File: src/rtl/pc_ctrl_pkg.sv
// Shared encodings for the PC-source sequencer: request ops, PC-source selects,
// FSM states and the exception vector base.
package pc_ctrl_pkg;

    localparam int unsigned OP_W   = 3;
    localparam int unsigned SEL_W  = 3;
    localparam int unsigned CODE_W = 2;
    localparam int unsigned ADDR_W = 32;
    localparam int unsigned CNT_W  = 3;

    localparam logic [OP_W-1:0] OP_SEQ    = 3'b000;
    localparam logic [OP_W-1:0] OP_BRANCH = 3'b001;
    localparam logic [OP_W-1:0] OP_JUMP   = 3'b010;
    localparam logic [OP_W-1:0] OP_JR     = 3'b011;
    localparam logic [OP_W-1:0] OP_RTE    = 3'b100;
    localparam logic [OP_W-1:0] OP_EXC    = 3'b101;

    localparam logic [SEL_W-1:0] SRC_ULA    = 3'b000;
    localparam logic [SEL_W-1:0] SRC_ALUOUT = 3'b001;
    localparam logic [SEL_W-1:0] SRC_CONCAT = 3'b010;
    localparam logic [SEL_W-1:0] SRC_MDR    = 3'b011;
    localparam logic [SEL_W-1:0] SRC_EPC    = 3'b100;

    localparam int unsigned VEC_BASE = 253;

    typedef enum logic [2:0] {
        IDLE    = 3'd0,
        UPDATE  = 3'd1,
        EXC_EPC = 3'd2,
        EXC_RD  = 3'd3,
        EXC_LD  = 3'd4,
        EXC_PC  = 3'd5
    } state_e;

    // Cause 11 is unassigned and falls back to the opcode vector.
    function automatic logic [ADDR_W-1:0] vec_addr(input logic [CODE_W-1:0] code);
        logic [CODE_W-1:0] eff;
        eff = (code == 2'b11) ? 2'b00 : code;
        return ADDR_W'(VEC_BASE) + ADDR_W'(eff);
    endfunction

endpackage

File: src/rtl/pc_source_ctrl.sv
// Sequences PC-source select, PC/EPC write enables and the exception-vector
// fetch for one PC-update request from main control.
module pc_source_ctrl
    import pc_ctrl_pkg::*;
#(
    parameter int unsigned MEM_WAIT = 2
) (
    input  logic              clk,
    input  logic              reset,
    input  logic              start,
    input  logic [OP_W-1:0]   op,
    input  logic              branch_cond,
    input  logic [CODE_W-1:0] exc_code,
    output logic [SEL_W-1:0]  mux_pc_source_control,
    output logic              pc_write,
    output logic              epc_write,
    output logic              mem_read,
    output logic [ADDR_W-1:0] vector_addr,
    output logic              mdr_write,
    output logic              busy,
    output logic              done,
    output logic              illegal
);

    state_e              state_q, state_d;
    logic [OP_W-1:0]     op_q, op_d;
    logic                cond_q, cond_d;
    logic [CODE_W-1:0]   code_q, code_d;
    logic [CNT_W-1:0]    cnt_q, cnt_d;

    logic [SEL_W-1:0]    sel_q, sel_d;
    logic                pw_q, pw_d;
    logic                epw_q, epw_d;
    logic                mr_q, mr_d;
    logic [ADDR_W-1:0]   vec_q, vec_d;
    logic                mw_q, mw_d;
    logic                busy_q, busy_d;
    logic                done_q, done_d;
    logic                ill_q, ill_d;

    // Next state and captures; outputs are decoded from the next state so the
    // registered outputs line up with the state they belong to.
    always_comb begin
        state_d = state_q;
        op_d    = op_q;
        cond_d  = cond_q;
        code_d  = code_q;
        cnt_d   = cnt_q;
        sel_d   = SRC_ULA;
        pw_d    = 1'b0;
        epw_d   = 1'b0;
        mr_d    = 1'b0;
        vec_d   = '0;
        mw_d    = 1'b0;
        busy_d  = 1'b0;
        done_d  = 1'b0;
        ill_d   = 1'b0;

        case (state_q)
            IDLE: begin
                if (start) begin
                    op_d    = op;
                    cond_d  = branch_cond;
                    code_d  = exc_code;
                    state_d = (op == OP_EXC) ? EXC_EPC : UPDATE;
                end
            end
            UPDATE:  state_d = IDLE;
            EXC_EPC: begin
                state_d = EXC_RD;
                cnt_d   = CNT_W'(MEM_WAIT - 1);
            end
            EXC_RD: begin
                if (cnt_q == '0) state_d = EXC_LD;
                else             cnt_d   = cnt_q - 3'd1;
            end
            EXC_LD:  state_d = EXC_PC;
            EXC_PC:  state_d = IDLE;
            default: state_d = IDLE;
        endcase

        busy_d = (state_d != IDLE);
        case (state_d)
            UPDATE: begin
                done_d = 1'b1;
                case (op_d)
                    OP_SEQ, OP_JR: pw_d = 1'b1;
                    OP_BRANCH: begin
                        sel_d = SRC_ALUOUT;
                        pw_d  = cond_d;
                    end
                    OP_JUMP: begin
                        sel_d = SRC_CONCAT;
                        pw_d  = 1'b1;
                    end
                    OP_RTE: begin
                        sel_d = SRC_EPC;
                        pw_d  = 1'b1;
                    end
                    default: ill_d = 1'b1;
                endcase
            end
            EXC_EPC: epw_d = 1'b1;
            EXC_RD: begin
                mr_d  = 1'b1;
                vec_d = vec_addr(code_d);
            end
            EXC_LD: begin
                mw_d  = 1'b1;
                vec_d = vec_addr(code_d);
            end
            EXC_PC: begin
                sel_d  = SRC_MDR;
                pw_d   = 1'b1;
                done_d = 1'b1;
            end
            default: ;
        endcase
    end

    always_ff @(posedge clk) begin
        if (!reset) begin
            state_q <= IDLE;
            op_q    <= '0;
            cond_q  <= 1'b0;
            code_q  <= '0;
            cnt_q   <= '0;
            sel_q   <= SRC_ULA;
            pw_q    <= 1'b0;
            epw_q   <= 1'b0;
            mr_q    <= 1'b0;
            vec_q   <= '0;
            mw_q    <= 1'b0;
            busy_q  <= 1'b0;
            done_q  <= 1'b0;
            ill_q   <= 1'b0;
        end else begin
            state_q <= state_d;
            op_q    <= op_d;
            cond_q  <= cond_d;
            code_q  <= code_d;
            cnt_q   <= cnt_d;
            sel_q   <= sel_d;
            pw_q    <= pw_d;
            epw_q   <= epw_d;
            mr_q    <= mr_d;
            vec_q   <= vec_d;
            mw_q    <= mw_d;
            busy_q  <= busy_d;
            done_q  <= done_d;
            ill_q   <= ill_d;
        end
    end

    assign mux_pc_source_control = sel_q;
    assign pc_write              = pw_q;
    assign epc_write             = epw_q;
    assign mem_read              = mr_q;
    assign vector_addr           = vec_q;
    assign mdr_write             = mw_q;
    assign busy                  = busy_q;
    assign done                  = done_q;
    assign illegal               = ill_q;

endmodule

File: config.mk
export PLATFORM = sky130hd
export DESIGN_NAME = pc_source_ctrl
export DESIGN_NICKNAME = d
export VERILOG_FILES = /design/src/rtl/pc_ctrl_pkg.sv /design/src/rtl/pc_source_ctrl.sv
export SDC_FILE = /design/constraint.sdc
export NUM_CORES = 1
export LEC_CHECK = 0
export BUFFER_PORTS_ARGS = -buffer_cell sky130_fd_sc_hd__buf_2
export CELL_PAD_IN_SITES_DETAIL_PLACEMENT = 1
export CELL_PAD_IN_SITES_GLOBAL_PLACEMENT = 1
export CORE_ASPECT_RATIO = 0.9
export CORE_UTILIZATION = 34
export DETAILED_ROUTE_END_ITERATION = 8
export HOLD_SLACK_MARGIN = 0.03
export PLACE_DENSITY_LB_ADDON = 0.08
export SYNTH_ARGS = -nofsm -noshare
export SYNTH_HDL_FRONTEND = slang
export SYNTH_SLANG_ARGS = --single-unit
File: constraint.sdc
create_clock -name clk -period 1.85 [get_ports clk]
set_input_delay 0.2775 -clock clk [delete_from_list [all_inputs] [get_ports clk]]
set_output_delay 0.2775 -clock clk [all_outputs]
set_load 0.01 [all_outputs]
# Yosys cells after proc, flatten, opt, wreduce, memory -nomap -nowiden
# Index checks and enable logic that the tools add are counted.
[word_totals]
word_cells = 65
output_inout_bits = 42
register_bits = 54
[op_classes]
n_eq_ne = 15
n_reduce_logical = 12
muxes = 22
addsub = 2
[ops]
columns = ["op", "count"]
rows = [
  ["equality test 3 x 2 -> 1 bit (second input constant)", 6],
  ["equality test 3 bit (second input constant)", 5],
  ["2-to-1 mux 3 bit", 5],
  ["one-hot mux 3 bit (2 select lines)", 2],
  ["one-hot mux 3 bit (4 select lines)", 1],
  ["adder 8 x 2 -> 9 bit (first input constant)", 1],
  ["logical NOT 3 bit", 3],
  ["one-hot mux 3 bit (3 select lines)", 1],
  ["2-to-1 mux 2 bit", 4],
  ["2-to-1 mux 1 bit", 7],
  ["equality test 3 x 1 -> 1 bit (second input constant)", 2],
  ["AND reduction 2 bit", 3],
  ["OR reduction 5 bit", 1],
  ["one-hot mux 1 bit (2 select lines)", 2],
  ["OR reduction 2 bit", 2],
  ["OR reduction 4 bit", 1],
  ["nonzero test 3 bit", 1],
  ["subtractor 3 x 1 -> 3 bit (second input constant)", 1],
  ["equality test 2 bit (second input constant)", 1],
  ["inequality test 2 bit (second input constant)", 1],
  ["nonzero test 2 bit", 1],
]

# Logic depth before layout (Yosys ltp)
[depth]
word_depth = 7
mapped_depth = 7

# Worst setup path before layout
# No wires, ideal clock.
[synth_path]
kind = "flip-flop to flip-flop"
start = "register state_q[0]"
end = "register sel_q[2] (netlist: mux_pc_source_control[2])"
setup_ns = 0.065
stages_incl_launch_ff = 7
t_arrival_ns = 1.594
synth_period_minus_slack_ns = 1.659
slack_ns = 0.191
cell_sequence = "dfxtp_1 -> buf_6 -> or4b_4 -> buf_6 -> mux2i_2 -> nor4b_1 -> nor2b_1"
[synth_between]
elab_chain_len = 5
[synth_lines]
columns = ["element", "line_no", "rtl"]
rows = [
  ["from (decl)", "pc_source_ctrl.sv:25", "state_e state_q, state_d;"],
  ["from (signal assigned)", "pc_source_ctrl.sv:138", "state_q <= state_d;"],
  ["logical NOT 3 bit", "pc_source_ctrl.sv:59", "case (state_q)"],
  ["2-to-1 mux 3 bit", "pc_source_ctrl.sv:59", ""],
  ["equality test 3 bit (tied with other cells)", "pc_source_ctrl.sv:86", "case (op_d)"],
  ["one-hot mux 3 bit (3 select lines)", "pc_source_ctrl.sv:86", ""],
  ["one-hot mux 3 bit (2 select lines) (*)", "pc_source_ctrl.sv:83", "case (state_d)"],
  ["to (signal assigned)", "pc_source_ctrl.sv:143", "sel_q <= sel_d;"],
  ["to (decl)", "pc_source_ctrl.sv:31", "logic [SEL_W-1:0] sel_q, sel_d;"],
]
# Every way passes the cells marked *; elsewhere a longest branch is shown, timed or not.
# A chain may end at the register's enable or synchronous reset.

# Worst setup path in the final report
[layout_path]
start = "register state_q[0]"
end = "register vec_q[8] (netlist: vector_addr[8])"
[layout_between]
elab_chain_len = 5
[layout_lines]
columns = ["element", "line_no", "rtl"]
rows = [
  ["logical NOT 3 bit (*)", "pc_source_ctrl.sv:59", ""],
  ["2-to-1 mux 2 bit (*)", "pc_source_ctrl.sv:59", ""],
  ["net code_d[0]", "pc_source_ctrl.sv:28", "logic [CODE_W-1:0] code_q, code_d;"],
  ["equality test 2 bit", "pc_ctrl_pkg.sv:38", "eff = (code == 2'b11) ? 2'b00 : code;"],
  ["2-to-1 mux 2 bit (*)", "pc_ctrl_pkg.sv:38", ""],
  ["adder 8 x 2 -> 9 bit (*)", "pc_ctrl_pkg.sv:39", "return ADDR_W'(VEC_BASE) + ADDR_W'(eff);"],
  ["to (signal assigned)", "pc_source_ctrl.sv:147", "vec_q <= vec_d;"],
  ["to (decl)", "pc_source_ctrl.sv:35", "logic [ADDR_W-1:0] vec_q, vec_d;"],
]
# Mark *: on every way through the listed nets, which the timed path passes. The rest lies on a longest branch.

==> metrics.csv <==
stage;metric;value;unit
floorplanning;die_area;4090;um^2
synth;yosysMostFrequentCell;buf_4;
timing;setup_violations;0;
worst_setup_path;crit_family;simple AND/OR/NAND/NOR gates;
timing;rsz0062_at_grt;no;
cells_and_area;area_growth;10.1;%
cts;cts_setup_buffers;0;
timing;drv_slew;0;
routing;dr.pass1.iters;4;
timing;period_needed;1.70;ns
placed_design;io_buffers;27;
floorplanning;die-height;60.7;um
cells_and_area;stdcell_count;211;
worst_setup_path;crit_path_cell_trace;nor4b_4, mux2i_1, inv_1, ha_1, nand2_1, nor2_1;
worst_setup_path;crit_required;2.01;ns
timing;tns;0;ns
power_and_ir_drop;leakagePower;0.000701;uW
placed_design;dp_cells;207;
global_routing;grt_pass1_wl;4150;um
global_routing;first_global_vias;889;
cts;cts.sinks;26;
placed_design;dp_hpwl;1890;um
placed_design;gp_congestion;0.765;
floorplanning;ios;51;
worst_setup_path;critPathBufInv;1;
cells_and_area;n_antenna_cell;0;
routing;via_count;952;
global_routing;grt_overflow;0;
synth;synth_area_leaders;dfxtp_1 (40%), buf_4 (16%), ha_1 (3.8%), nor2b_1 (3.4%), nor2_1 (3.2%);
synth;yosysSeqAreaShare;0.399;
outcome;status;completed;
floorplanning;core-area;3530;um^2
cells_and_area;multi_input_area;608;um^2
worst_setup_path;max_stage_delay;0.41;ns
synth;syn_inst;143;
timing;max_freq;588;MHz
synth;syn_area;1300;um^2
synth;yosys-top-cells-count;buf_4 (28), dfxtp_1 (26), nor2_1 (11), nand2_1 (10), nor2b_1 (7);
cts;htreeDepth;1;
synth;syn_area_per_cell;9.12;um^2
floorplanning;fp.dieW;67.3;um
timing;hold_slack;0.256;ns
routing;drt_iter0_drc;21;
global_routing;antenna_found_initial;0;
routing;wirelength;2450;um
cells_and_area;nNetsFinal;181;
worst_setup_path;cp_slowest_cell;dfxtp_1;
timing;finalCritPeriodShare;0.919;
cts;tritoncts;done;
synth;ys_seq_elements;26;
power_and_ir_drop;power.density;852;nW/um^2
cells_and_area;seqCellArea;520;um^2
cts;cts_buffers;3;
worst_setup_path;worstPathArrival;1.86;ns
cells_and_area;nFillCells;431;
cts;clkTransAtPathRegs;0.09;ns
flow_run;max_cap_viol_count;0;
routing;antenna_left;0;
timing;clock_skew;0.00226;ns
synth;synth_top_area_cell;dfxtp_1;
floorplanning;start_util;0.370;
routing;routedWlPerCell;11.6;um
cts;cts_resized;0;
synth;ys_types;36;
routing;vias_per_cell;4.51;
hold_path;hp-class;in2reg;
global_routing;grt_max_degree;17;
worst_setup_path;critPathKind;reg2reg;
cts;clk_latency;0.27;ns
synth;synth_top_area_share;0.399;
worst_setup_path;start_kind;flip-flop;
global_routing;grt_usage;0.137;
synth;synth_flop_cell;dfxtp_1;
worst_setup_path;path_max_fanout;8;
cts;root_buffer;clkbuf_8;
cells_and_area;utilization;0.407;
cts;postCtsHoldBufs;0;
timing;report.final.hold_viol_count;0;
routing;remaining_drc_errors;0;
synth;yosysWarnings;0;
synth;synth-edff-count;0;
worst_setup_path;end_kind;flip-flop;
synth;synthArstFlopShare;0;
power_and_ir_drop;peakVddDrop;0.512;mV
floorplanning;row_count;20;
cells_and_area;drive_above_1_share;0.234;
cts;cts_buffer_depth;2;
-- final timing paths --
| check | to | slack [ns] | cells past startpoint | from |
|---|---|---|---|---|
| worst max register to register | vector_addr[8] | 0.15 | 6 | state_q[0] |
| worst min-delay path | cond_q | 0.26 | 3 | branch_cond |
| worst max-delay path | vector_addr[8] | 0.15 | 6 | state_q[0] |
| worst min register to register | cond_q | 0.47 | 2 | cond_q |
-- through the flow --
step / setup WS (ns) / cell area, um^2 / total power (uW)
5_1_grt: 0.0230 / 1440 / 1290
2_1_floorplan: 0.191 / 1390 / 762
4_1_cts: 0.0903 / 1430 / 1240
3_5_place_dp: 0.120 / 1360 / 769
6_report: 0.150 / 1440 / 1220
3_3_place_gp: 0.177 / 1360 / 766
-- per-layer routing --
metal  vias up  part of all wire  track usage
li1        471                 -            -
met2        37              0.44        0.207
met4         0             0.010       0.0426
met1       440              0.49        0.183
met3         4             0.061       0.0489
met5         -                 0            0
-- cell families after synthesis --
kind of cell / Yosys count / share of synthesized area
buffers and inverters: 38 / 0.202
muxes: 3 / 0.0259
AOI/OAI and AO/OA: 22 / 0.107
other: 1 / 0.00288
DFF: 26 / 0.399
and+or+nand+nor: 49 / 0.224
adders and majority gates: 4 / 0.0384
-- where the power goes --
group	internal, uW	switching, uW
registers	580	15.0
clock network	289	176
logic	62.2	100
total	932	291
-- cell usage in the layout (no fill, tap or decap), types with 2 or more instances in the layout --
master,synthesis,final
and2_1,3,3
clkbuf_8,0,3
conb_1,1,23
nor2b_1,7,7
buf_2,1,27
buf_4,28,3
o21a_1,2,2
inv_1,6,6
nor4b_2,1,2
a31oi_1,3,3
ha_1,4,4
o21ai_1,3,3
nand2_1,10,10
nor3_1,3,3
nand3_1,2,2
mux2i_1,2,2
dfxtp_1,26,26
nor2_1,11,11
nand2b_1,2,2
a21boi_1,5,5
o21ai_0,2,2
a21oi_1,4,4
-- worst min-delay path, stage by stage --
cell and delay [ns]:
buf_2 0.10, nand2_1 0.05, a21boi_1 0.05
-- sequential cells by signal (all words and copies together), names as in the netlist, 2 cells and up --
signal and flops:
mux_pc_source_control 3, code_q 2, op_q 3, cnt_q 3, state_q 3, vector_addr 4
-- cell type report --
type / count / area share
Tap cell: 44 / 0.0384
Multi-Input combinational cell: 101 / 0.424
Clock inverter: 1 / 0.0209
Sequential cell: 26 / 0.363
Inverter: 6 / 0.0157
Clock buffer: 3 / 0.0288
Timing Repair Buffer: 30 / 0.110
No activity file was read; power rests on OpenSTA's default activity.
